$ cat src/rtl/fu_mc_if.sv
// fu_mc operand/result handshake bundle.
// Master feeds operands and sinks results; slave is the unit.
interface fu_mc_if #(
  parameter int DATA_W = 16
);
  logic [3:0]        op;
  logic              branch_in;
  logic [DATA_W-1:0] in_a;
  logic [DATA_W-1:0] in_b;
  logic              in_valid;
  logic              in_ready;
  logic              out_valid;
  logic              out_ready;
  logic [DATA_W-1:0] out;
  logic              branch_out;

  modport master (
    output op, branch_in, in_a, in_b,
    output in_valid, out_ready,
    input  in_ready, out_valid,
    input  out, branch_out
  );

  modport slave (
    input  op, branch_in, in_a, in_b,
    input  in_valid, out_ready,
    output in_ready, out_valid,
    output out, branch_out
  );
endinterface

$ cat src/rtl/fu_mc.sv
// CGRA PE functional unit: single-cycle ALU ops plus
// an iterative restoring divider for DIV/MOD.
module fu_mc #(
  parameter int DATA_W     = 16,
  parameter bit SIGNED_SLT = 1'b0,
  parameter int SH_W       = $clog2(DATA_W)
) (
  input logic    clk,
  input logic    rst_n,
  input logic    en,
  fu_mc_if.slave bus
);

  localparam int CW = SH_W + 1;

  localparam logic [3:0] OP_PASS_A = 4'd0;
  localparam logic [3:0] OP_PASS_B = 4'd1;
  localparam logic [3:0] OP_ADD    = 4'd2;
  localparam logic [3:0] OP_SUB    = 4'd3;
  localparam logic [3:0] OP_MULT   = 4'd4;
  localparam logic [3:0] OP_DIV    = 4'd5;
  localparam logic [3:0] OP_AND    = 4'd6;
  localparam logic [3:0] OP_OR     = 4'd7;
  localparam logic [3:0] OP_MOD    = 4'd8;
  localparam logic [3:0] OP_SHL    = 4'd9;
  localparam logic [3:0] OP_SHR    = 4'd10;
  localparam logic [3:0] OP_BEQ    = 4'd11;
  localparam logic [3:0] OP_BNE    = 4'd12;
  localparam logic [3:0] OP_SLT    = 4'd13;
  localparam logic [3:0] OP_NOT    = 4'd14;
  localparam logic [3:0] OP_MERGE  = 4'd15;

  typedef enum logic {
    IDLE,
    DIV_BUSY
  } state_t;

  state_t            state;
  logic [DATA_W-1:0] out_q;
  logic              br_q;
  logic              ov_q;

  logic [DATA_W-1:0] rem;
  logic [DATA_W-1:0] quo;
  logic [DATA_W-1:0] dvs;
  logic [CW-1:0]     cnt;
  logic              is_mod;

  logic              ready;
  logic              accept;
  logic              is_div_op;
  logic [DATA_W-1:0] res;
  logic              br_c;
  logic              lt;
  logic [SH_W-1:0]   sh;

  logic [DATA_W:0]   tmp;
  logic              ge;
  logic [DATA_W-1:0] rem_n;

  assign ready  = rst_n & en & (state == IDLE)
                & (~ov_q | bus.out_ready);
  assign accept = bus.in_valid & ready;

  assign bus.in_ready   = ready;
  assign bus.out_valid  = ov_q;
  assign bus.out        = out_q;
  assign bus.branch_out = br_q;

  assign is_div_op = (bus.op == OP_DIV)
                   | (bus.op == OP_MOD);
  assign sh = bus.in_b[SH_W-1:0];

  assign lt = SIGNED_SLT
            ? ($signed(bus.in_a) < $signed(bus.in_b))
            : (bus.in_a < bus.in_b);

  always_comb begin
    res  = '0;
    br_c = 1'b0;
    unique case (bus.op)
      OP_PASS_A: res = bus.in_a;
      OP_PASS_B: res = bus.in_b;
      OP_ADD:    res = bus.in_a + bus.in_b;
      OP_SUB:    res = bus.in_a - bus.in_b;
      OP_MULT:   res = bus.in_a * bus.in_b;
      OP_AND:    res = bus.in_a & bus.in_b;
      OP_OR:     res = bus.in_a | bus.in_b;
      OP_SHL:    res = bus.in_a << sh;
      OP_SHR:    res = bus.in_a >> sh;
      OP_BEQ: begin
        res  = bus.in_a;
        br_c = (bus.in_a == bus.in_b);
      end
      OP_BNE: begin
        res  = bus.in_a;
        br_c = (bus.in_a != bus.in_b);
      end
      OP_SLT:    res = {{(DATA_W-1){1'b0}}, lt};
      OP_NOT:    res = ~bus.in_a;
      OP_MERGE:  res = bus.branch_in ? bus.in_a
                                     : bus.in_b;
      default:   res = '0;
    endcase
  end

  // Zero divisor always subtracts: quotient all ones, rem = a.
  assign tmp   = {rem, quo[DATA_W-1]};
  assign ge    = (tmp >= {1'b0, dvs});
  assign rem_n = ge ? (tmp[DATA_W-1:0] - dvs)
                    : tmp[DATA_W-1:0];

  always_ff @(posedge clk) begin
    if (!rst_n) begin
      state  <= IDLE;
      out_q  <= '0;
      br_q   <= 1'b0;
      ov_q   <= 1'b0;
      rem    <= '0;
      quo    <= '0;
      dvs    <= '0;
      cnt    <= '0;
      is_mod <= 1'b0;
    end else if (en) begin
      if (ov_q & bus.out_ready)
        ov_q <= 1'b0;
      unique case (state)
        IDLE: begin
          if (accept) begin
            if (is_div_op) begin
              state  <= DIV_BUSY;
              rem    <= '0;
              quo    <= bus.in_a;
              dvs    <= bus.in_b;
              cnt    <= CW'(DATA_W);
              is_mod <= (bus.op == OP_MOD);
            end else begin
              out_q <= res;
              br_q  <= br_c;
              ov_q  <= 1'b1;
            end
          end
        end
        DIV_BUSY: begin
          if (cnt == '0) begin
            out_q <= is_mod ? rem : quo;
            br_q  <= 1'b0;
            ov_q  <= 1'b1;
            state <= IDLE;
          end else begin
            rem <= rem_n;
            quo <= {quo[DATA_W-2:0], ge};
            cnt <= cnt - CW'(1);
          end
        end
        default: state <= IDLE;
      endcase
    end
  end

endmodule
$ cat src/flat_wrapper.sv
// flat-port wrapper written by rule: the top's interface ports become plain ports
module fu_mc_flat 
#(
  parameter int DATA_W     = 16,
  parameter bit SIGNED_SLT = 1'b0,
  parameter int SH_W       = $clog2(DATA_W)
)
  (clk, rst_n, en, bus_op, bus_branch_in, bus_in_a, bus_in_b, bus_in_valid, bus_out_ready, bus_in_ready, bus_out_valid, bus_out, bus_branch_out);
  fu_mc_if #(.DATA_W(DATA_W)) bus_i ();
  input logic clk;
  input logic rst_n;
  input logic en;
  input wire logic [$bits(bus_i.op)-1:0] bus_op;
  input wire logic [$bits(bus_i.branch_in)-1:0] bus_branch_in;
  input wire logic [$bits(bus_i.in_a)-1:0] bus_in_a;
  input wire logic [$bits(bus_i.in_b)-1:0] bus_in_b;
  input wire logic [$bits(bus_i.in_valid)-1:0] bus_in_valid;
  input wire logic [$bits(bus_i.out_ready)-1:0] bus_out_ready;
  output wire logic [$bits(bus_i.in_ready)-1:0] bus_in_ready;
  output wire logic [$bits(bus_i.out_valid)-1:0] bus_out_valid;
  output wire logic [$bits(bus_i.out)-1:0] bus_out;
  output wire logic [$bits(bus_i.branch_out)-1:0] bus_branch_out;
  assign bus_i.op = bus_op;
  assign bus_i.branch_in = bus_branch_in;
  assign bus_i.in_a = bus_in_a;
  assign bus_i.in_b = bus_in_b;
  assign bus_i.in_valid = bus_in_valid;
  assign bus_i.out_ready = bus_out_ready;
  assign bus_in_ready = bus_i.in_ready;
  assign bus_out_valid = bus_i.out_valid;
  assign bus_out = bus_i.out;
  assign bus_branch_out = bus_i.branch_out;
  fu_mc #(.DATA_W(DATA_W), .SIGNED_SLT(SIGNED_SLT), .SH_W(SH_W)) u_core (.clk(clk), .rst_n(rst_n), .en(en), .bus(bus_i));
endmodule
$ cat config.mk
export PLATFORM = sky130hd
export DESIGN_NAME = fu_mc_flat
export DESIGN_NICKNAME = d
export VERILOG_FILES = /design/src/rtl/fu_mc_if.sv /design/src/rtl/fu_mc.sv /design/src/flat_wrapper.sv
export SDC_FILE = /design/constraint.sdc
export NUM_CORES = 1
export LEC_CHECK = 0
export BUFFER_PORTS_ARGS = -buffer_cell sky130_fd_sc_hd__buf_2
export CAP_MARGIN = 20
export CELL_PAD_IN_SITES_DETAIL_PLACEMENT = 0
export CELL_PAD_IN_SITES_GLOBAL_PLACEMENT = 1
export CORE_ASPECT_RATIO = 0.5
export CORE_MARGIN = 2
export CORE_UTILIZATION = 45
export CTS_CLUSTER_SIZE = 10
export DETAILED_ROUTE_END_ITERATION = 8
export GPL_TIMING_DRIVEN = 1
export PLACE_DENSITY_LB_ADDON = 0.1
export SETUP_SLACK_MARGIN = 0.4
export SYNTH_ARGS = -nofsm -noshare
export SYNTH_HDL_FRONTEND = slang
export SYNTH_SLANG_ARGS = --single-unit
$ cat constraint.sdc
create_clock -name clk -period 6.5 [get_ports clk]
set_input_delay 0.325 -clock clk [delete_from_list [all_inputs] [get_ports clk]]
set_output_delay 0.325 -clock clk [all_outputs]
set_load 0.01 [all_outputs]
* Yosys cells after proc, flatten, opt, wreduce, memory -nomap -nowiden
Cells that the tools add are included.
** Word-level totals
- Register bits after elaboration :: 73
- Input bits :: 42
- Output and inout bits :: 19
- Word-level logic and storage cells :: 92
** Operators by class
- Add/subtract/negate cells :: 4
- Multipliers :: 1
- Magnitude comparators :: 2
- Eq/ne operators :: 22
- Shift-type cells :: 2
- Muxes and demuxes :: 34
- Bitwise gates (word level) :: 12
- Reduce and logical (&&, ||, !) cells :: 6
** Operator list (count)
- $mux W16 :: 12
- $pmux W16 S12 :: 1
- $pmux W16 S2 :: 3
- $eq A4 B4 Y1 const B :: 8
- $sub A16 B16 Y16 :: 2
- $ge A17 B16 Y1 :: 1
- $add A16 B16 Y16 :: 1
- $and A16 B16 Y16 :: 1
- $eq A16 B16 Y1 :: 1
- $eq A4 B3 Y1 const B :: 4
- $lt A16 B16 Y1 :: 1
- $mul A16 B16 Y16 :: 1
- $ne A16 B16 Y1 :: 1
- $not A16 Y16 :: 1
- $or A16 B16 Y16 :: 1
- $shl A16 B4 Y16 :: 1
- $shr A16 B4 Y16 :: 1
- $mux W5 :: 3
- $reduce_and A4 Y1 :: 3
- $mux W1 :: 10
- $pmux W5 S2 :: 1
- $eq A4 B2 Y1 const B :: 2
- $pmux W1 S2 :: 4
- $ne A2 B2 Y1 const B :: 3
- other kinds (9) :: 16

* Depth between registers and ports, before layout
Gate-level depths: netlist of the first run.
- Depth in word-level cells :: 6
- Depth in mapped cells :: 26
- Depth with buffers taken out :: 23

* Worst setup path before layout of the first run
Ideal clock, no wire load.
- Kind :: input to register
- Start :: in bus_in_b[1]
- End :: reg u_core.out_q[14] (netlist: u_core.bus.out[14])
- Setup time :: 0.091 ns
- Arrival time :: 5.667 ns
- Slack :: 0.742 ns
- Stages on the path :: 23
- Buffers on the path :: 5
- Path through :: buf_6 -> buf_6 -> buf_4 -> buf_2 -> buf_2 -> nand2_1 -> fa_1 -> fa_1 -> fa_1 -> fa_1 -> inv_1 -> fa_1 -> inv_1 -> fa_1 -> inv_1 -> ha_1 -> nand3_1 -> nand2_1 -> a41o_1 -> nor4_1 -> o31a_1 -> o21ai_0 -> a311oi_1
** On the way
- Longest elaborated chain between the ends :: 5
- Elaborated cells between the ends (all ways) :: 9
- Those cells by class :: 2 x add/sub; 1 x mul; 2 x shift; 4 x mux
** Ends and longest elaborated chain
- start: declaration :: line flat_wrapper.sv:16 : input wire logic [$bits(bus_i.in_b)-1:0] bus_in_b;
- $mul A16 B16 Y16, or another cell as far along :: line fu_mc.sv:86 : OP_MULT: res = bus.in_a * bus.in_b;
- $pmux W16 S12 (*) :: line fu_mc.sv:81 : unique case (bus.op)
- $mux W16 (*) :: line fu_mc.sv:130 : if (is_div_op) begin
- $mux W16 (*) :: line fu_mc.sv:129 : if (accept) begin
- $pmux W16 S2 (*) :: line fu_mc.sv:127 : unique case (state)
- end signal: assignment :: line fu_mc.sv:138 : out_q <= res;
- end signal: assignment :: line fu_mc.sv:146 : out_q <= is_mod ? rem : quo;
- end: declaration :: line fu_mc.sv:39 : logic [DATA_W-1:0] out_q;
Every way passes the cells marked *; elsewhere a longest branch is shown, timed or not. The select of a mux whose other input is x is not followed.
A chain may end at the register's enable or synchronous reset.

* Worst setup path after layout of the first run
- Start :: in bus_in_b[3]
- End :: reg u_core.out_q[15] (netlist: u_core.bus.out[15])
Same word-level chain as after synthesis.

==> run summary, run 1 <==
reg-to-reg startpoint -> u_core.state
CTS tree -> done
largest fanout on the critical path -> 13
Hold Crit Class -> primary input to flop
Clock Tree Buf Depth -> 2
outcome -> finished, final reports clean
CP startpoint kind -> primary input
highest clock rate -> 172 MHz
Final Hold Fails -> 0
Core Area -> 26,200 sq um
Initial Utilization -> 45.4%
Synth top area share -> 13.8%
clk slew on worst S/H paths -> 60 ps
largest net degree at the start of global routing -> 57
Die Ht -> 119 microns
Worst slew margin -> 42.8%
DRT iter0 DRCs -> 1,793
Detailed Routing Iterations Pass 1 -> 6
R2R setup slack -> 3090 ps
Die ar. -> 27,800 sq um
layout cell share with drive strength beyond 1 -> 11.3%
Via-to-Cell Ratio -> 6.26
most common cell in the synthesized netlist -> nand2_1
final setup fails -> 0
Cells after DPL -> 1,912
DR WL/cell -> 25.9 microns
Tot Pwr -> 3.76 mW
Non-Filler Instances -> 1,929
Worst Path Arrival -> 6020 ps
cts repair resizes -> 0
CTS root buf -> clkbuf_16
final worst path period need -> 5810 ps
Clk Latency, worst-skew pair -> 340 ps
DRC -> 0
first-pass GRT wire length -> 74,300 microns
gr ovfl total -> 0
FF-to-FF End -> u_core.bus.out[10]
Final nets -> 1,814
synthesized area -> 11,900 sq um
initial antenna violation count -> 0
port buffer count -> 60
worst min-delay path startpoint -> bus_in_valid
fin crit share -> 89.4%
RSZ-0062 raised after global routing -> no
worst setup path category -> primary input to flop
dpl hpwl -> 39,400 microns
vias post-DR -> 12,100
Syn Inst Count -> 1,554
htree depth -> 3
post-route cell area -> 12,900 sq um
Synth top cells by count -> nand2_1, inv_1, nor2_1
synth unique cells -> 95
diode count -> 0
leakage -> 5.67 nW
hold path depth -> 3
Post-synth EDFFs -> 0
met2 wire length -> 20,200 microns
FF-to-FF path depth -> 8
PwrDens -> 292 nW/um^2
CP endpoint kind -> flop
synthesized area per cell -> 7.65 sq um
critical path required time -> 6700 ps
Max-Cap Viols -> 0
Seq/Total Area, Yosys -> 12.3%
synthesized flop and latch total -> 73
hold path endpoint -> u_core.is_mod
setup TNS -> 0 ps
ANT nets after route -> 0
dominant cell type by area after synthesis -> fa_1
Synth Flop Type -> dfxtp_1
GPL Wtd Cong -> 1.04
Clock Skew -> 9.12 ps
WL met3 -> 6140 microns
Cell Area, Placed -> 12,500 sq um
GRT Overall Usage -> 35.9%
VDD IR max -> 0.000584 V
# clock sinks -> 73
Synth area leaders -> fa_1, ha_1, dfxtp_1
Die W -> 234 microns
Setup Fix Bufs, Post-CTS -> 0
num ports -> 61
Core Rows -> 42
YS warnings -> 0
CTS Buf Count -> 9
Post-synth ARST share -> 0%
CTS Hold Buffers Added -> 0
syn nets -> 1,796
vias in the first global route -> 11,400
Post-Route WL -> 49,900 microns
fin. max-slew vios -> 0
Syn-to-layout area delta -> 8.29%
Top Layer Used -> met4
slew at the pin with the worst max-slew slack -> 857 ps
met1 WL -> 22,600 microns
==> worst max-delay path by stage <==
stage,from,end,slack [ps]
after detailed placement,bus_in_b[3],u_core.bus.out[15],480
after global placement,bus_in_b[3],u_core.bus.out[15],530
final,bus_in_b[3],u_core.bus.out[15],690
after global routing,bus_in_a[5],u_core.bus.out[14],500
after floorplan,bus_in_b[1],u_core.bus.out[14],740
after CTS,bus_in_b[3],u_core.bus.out[15],800
==> critical path, stage by stage <==
cell and delay [ps]:
buf_2 210, inv_1 390, nor2_1 120, fa_1 500, inv_1 60, fa_1 530, inv_1 60, fa_1 480
fa_1 550, inv_1 60, fa_1 460, fa_1 410, xor2_1 170, xnor2_1 180, xnor2_1 160, xnor2_1 160
xnor3_1 440, xnor2_1 460, o211a_1 220, o22ai_1 70
==> stage by stage <==
step	setup slack, ps	hold WS [ps]	utilization [%]
finish	686	285	49.1
global route	497	300	49.1
CTS	796	278	49.1
detailed placement	482	449	47.8
global placement	527	444	47.8
floorplan	742	436	-
==> per-layer routing <==
metal / up-vias / GRT usage, %
met5: - / 0
met4: 0 / 8.03
met3: 74 / 10.2
met2: 697 / 50.4
met1: 5865 / 53.8
li1: 5430 / -
==> where the power goes <==
part	switching [mW]	leakage [nW]	internal (mW)
Sequential	0.00863	0.591	0.457
Combinational	1.65	4.91	1.06
Clock	0.207	0.167	0.377
==> registers in the layout, indices dropped and copies added (netlist names) <==
| name | cells |
|---|---|
| u_core.dvs | 16 |
| u_core.bus.out_valid | 1 |
| u_core.quo | 16 |
| u_core.bus.out | 16 |
| u_core.cnt | 5 |
| u_core.rem | 16 |
| u_core.bus.branch_out | 1 |
| u_core.is_mod | 1 |
| u_core.state | 1 |
==> placed cells by master, fill, tap and decap left out, types with 43 or more instances in the layout <==
cell type and n:
dfxtp_1 72, o21ai_0 45, buf_4 43, buf_2 60
nand2_1 194, ha_1 118, a21oi_1 100, inv_1 176
fa_1 82, nor2_1 146
==> logic make-up (layout without fill, tap and decap cells) <==
logic type      count (synthesis)  count (layout)  share of synthesized area [%]
buf+inv                       282             305                           9.58
fa+ha+maj                     200             200                           26.2
flops                          73              73                           12.3
xor+xnor                       49              49                           3.72
simple gates                  487             487                           18.5
mux                            67              67                           6.93
compound gates                396             396                           22.7
==> area by class of cell <==
| class | count | area [sq um] |
|---|---|---|
| Timing Repair Buffer | 103 | 623 |
| Clock buffer | 10 | 229 |
| Sequential cell | 73 | 1460 |
| Tap cell | 352 | 440 |
| Clock inverter | 6 | 113 |
| Fill cell | 2673 | 13300 |
| Inverter | 186 | 698 |
| Multi-Input combinational cell | 1199 | 9310 |
Power figures use the tool's default switching activity.
==> inputs of run 2 (changes only) <==
--- a/config.mk
+++ b/config.mk
@@ -5,6 +5,7 @@
 export SDC_FILE = /design/constraint.sdc
 export NUM_CORES = 1
 export LEC_CHECK = 0
+export ABC_AREA = 1
 export BUFFER_PORTS_ARGS = -buffer_cell sky130_fd_sc_hd__buf_2
 export CAP_MARGIN = 20
 export CELL_PAD_IN_SITES_DETAIL_PLACEMENT = 0
==> run summary, run 2 <==
outcome -> finished, final reports clean (unchanged)
Worst slew margin -> 31.5% (was 42.8%)
Cells after DPL -> 2,278 (was 1,912)
first-pass GRT wire length -> 72,900 microns (was 74,300 microns)
worst setup path category -> primary input to flop (unchanged)
Post-Route WL -> 46,500 microns (was 49,900 microns)
most frequent cells in the layout -> nand2_1, inv_1, a21oi_1 (was nand2_1, inv_1, nor2_1)
Seq/Total Area, Yosys -> 12.1% (was 12.3%)
Hold Crit Class -> primary input to flop (unchanged)
most common cell in the synthesized netlist -> nand2_1 (unchanged)
Initial Utilization -> 45.6% (was 45.4%)
Worst Path Arrival -> 5670 ps (was 6020 ps)
CP max stage cell -> fa_1 (unchanged)
DRC -> 0 (unchanged)
Synth Flop Type -> dfxtp_1 (unchanged)
crit path capture -> u_core.bus.out[15] (unchanged)
DRT iter0 DRCs -> 1,211 (was 1,793)
dpl hpwl -> 36,900 microns (was 39,400 microns)
Internal -> 1.54 mW (was 1.90 mW)
Syn-to-layout area delta -> 7.04% (was 8.29%)
clk slew on worst S/H paths -> 60 ps (about the same)
reg-to-reg startpoint -> u_core.dvs[2] (was u_core.state)
leakage -> 6.94 nW (was 5.67 nW)
Psw -> 1.56 mW (was 1.86 mW)
port buffer count -> 60 (unchanged)
Synth top cells by count -> nand2_1, inv_1, a21oi_1 (was nand2_1, inv_1, nor2_1)
CP startpoint kind -> primary input (unchanged)
Gate power share -> 67.4% (was 72.1%)
CP endpoint kind -> flop (unchanged)
R2R setup slack -> 3300 ps (was 3090 ps)
CP peak stage delay -> 540 ps (was 550 ps)
synthesized area per cell -> 6.20 sq um (was 7.65 sq um)
Final Hold Fails -> 0 (unchanged)
FF-to-FF End -> u_core.rem[14] (was u_core.bus.out[10])
sw frac -> 50.3% (was 49.6%)
Clock power frac -> 17.8% (was 15.5%)
CTS root buf -> clkbuf_16 (unchanged)
synth unique cells -> 49 (was 95)
htree depth -> 3 (unchanged)
YS warnings -> 0 (unchanged)
layout cell share with drive strength beyond 1 -> 6.02% (was 11.3%)
Via-to-Cell Ratio -> 5.59 (was 6.26)
Tot Pwr -> 3.10 mW (was 3.76 mW)
critical path required time -> 6760 ps (was 6700 ps)
highest clock rate -> 185 MHz (was 172 MHz)
final setup fails -> 0 (unchanged)
synthesized flop and latch total -> 73 (unchanged)
Clock Skew -> 7.68 ps (was 9.12 ps)
DR WL/cell -> 20.2 microns (was 25.9 microns)
gr ovfl total -> 0 (unchanged)
most common cell after layout, fill and taps aside -> nand2_1 (unchanged)
fin. max-slew vios -> 0 (unchanged)
synthesized area -> 12,000 sq um (was 11,900 sq um)
cts repair resizes -> 0 (unchanged)
largest fanout on the critical path -> 18 (was 13)
post-route cell area -> 12,900 sq um (about the same)
pre-CTS setup slack -> 810 ps (was 482 ps)
Post-synth ARST share -> 0% (unchanged)
Die Ht -> 120 microns (was 119 microns)
Core Area -> 26,400 sq um (was 26,200 sq um)
Cell Area, Placed -> 12,500 sq um (about the same)
VDD IR max -> 0.000182 V (was 0.000584 V)
syn nets -> 2,183 (was 1,796)
ANT nets after route -> 0 (unchanged)
final worst path period need -> 5400 ps (was 5810 ps)
CTS Buf Count -> 9 (unchanged)
initial antenna violation count -> 1 (was 0)
Post-synth EDFFs -> 0 (unchanged)
GRT Overall Usage -> 33.6% (was 35.9%)
dominant cell type by area after synthesis -> nand2_1 (was fa_1)
Non-Filler Instances -> 2,295 (was 1,929)
CTS Hold Buffers Added -> 0 (unchanged)
Core Rows -> 42 (unchanged)
Crit path top cell by count -> nand2_1 (was fa_1)
num ports -> 61 (unchanged)
RSZ-0062 raised after global routing -> no (unchanged)
fin crit share -> 83.1% (was 89.4%)
vias in the first global route -> 12,600 (was 11,400)
Synth area leaders -> nand2_1, fa_1, ha_1 (was fa_1, ha_1, dfxtp_1)
Final nets -> 2,180 (was 1,814)
CP startpoint -> bus_in_a[4] (was bus_in_b[3])
Syn Inst Count -> 1,941 (was 1,554)
CTS tree -> done (unchanged)
Die ar. -> 28,200 sq um (was 27,800 sq um)
vias post-DR -> 12,800 (was 12,100)
Die W -> 235 microns (was 234 microns)
GPL Wtd Cong -> 0.987 (was 1.04)
# clock sinks -> 73 (unchanged)
final worst setup slack -> 1100 ps (was 686 ps)
FF-to-FF path depth -> 14 (was 8)
slew at the pin with the worst max-slew slack -> 1030 ps (was 857 ps)
PwrDens -> 241 nW/um^2 (was 292 nW/um^2)
Setup Fix Bufs, Post-CTS -> 0 (unchanged)
largest net degree at the start of global routing -> 50 (was 57)
Max-Cap Viols -> 0 (unchanged)
Clk Latency, worst-skew pair -> 340 ps (about the same)
setup TNS -> 0 ps (unchanged)
Clock Tree Buf Depth -> 2 (unchanged)
diode count -> 0 (unchanged)
Detailed Routing Iterations Pass 1 -> 5 (was 6)
Synth top area share -> 15.7% (was 13.8%)
share of power burned in registers -> 14.8% (was 12.4%)
[run 2: cell count changes after synthesis, sizes merged, moves of 25 or more]
cell   delta
nor2     -25
inv     +188
a21oi    +42
o21ai    +71
nand2   +312
nand3    +61
mux2i    -34
[run 2: routing by layer]
| metal | share of wire [%] | routed length [microns] | global-route usage [%] | vias up |
|---|---|---|---|---|
| li1 | - | - | - | 6181 |
| met1 | 45 | 20800 | 45.9 | 6061 |
| met2 | 44 | 20500 | 54.7 | 507 |
| met3 | 8.5 | 3940 | 5.57 | 84 |
| met4 | 2.6 | 1220 | 10.2 | 2 |
| met5 | 0.037 | 17 | 0 | - |
[run 2: kinds of logic after synthesis]
family	synth area share, %
compound gates	19.3
simple gates	26.3
fa+ha+maj	25.9
mux	0.249
flops	12.1
buf+inv	14.6
xor+xnor	1.46
[run 2: layout make-up]
cell class,count,area [sq um]
well taps,352,440
repair buffers,77,440
inverters,370,1390
clock buffers,11,253
fillers,2859,13500
flip-flops and latches,73,1460
multi-input cells,1407,8820
clock inverters,5,77.6
[run 2: how the worst min path moves through the flow]
stage	to	slack [ps]	depth (start not counted)	startpoint
5_1_grt	u_core.state	370	4	en
6_report	u_core.state	340	4	en
3_5_place_dp	u_core.bus.branch_out	460	2	u_core.bus.branch_out
4_1_cts	u_core.state	330	4	en
3_3_place_gp	u_core.bus.branch_out	460	2	u_core.bus.branch_out
2_1_floorplan	u_core.quo[11]	450	2	u_core.quo[10]
[run 2: power by group through the flow]
stage / registers, mW / clock network (mW) / logic (mW)
6_report: 0.459 / 0.552 / 2.09
5_1_grt: 0.460 / 0.575 / 2.40
4_1_cts: 0.459 / 0.560 / 2.07
3_5_place_dp: 0.469 / 0 / 2.05
3_3_place_gp: 0.469 / 0 / 2.06
2_1_floorplan: 0.469 / 0 / 1.49
[run 2: per-stage QoR]
| step | utilization, % | hold WS, ps |
|---|---|---|
| floorplan | - | 453 |
| global placement | 47.5 | 460 |
| detailed placement | 47.5 | 460 |
| CTS | 48.8 | 333 |
| global route | 48.8 | 371 |
| finish | 48.8 | 341 |
[run 2: critical path, delay by kind of cell]
family,cells,cell delay (ps)
compound gates,2,300
xor+xnor,1,160
fa+ha+maj,7,2960
buf+inv,6,650
simple gates,13,1260
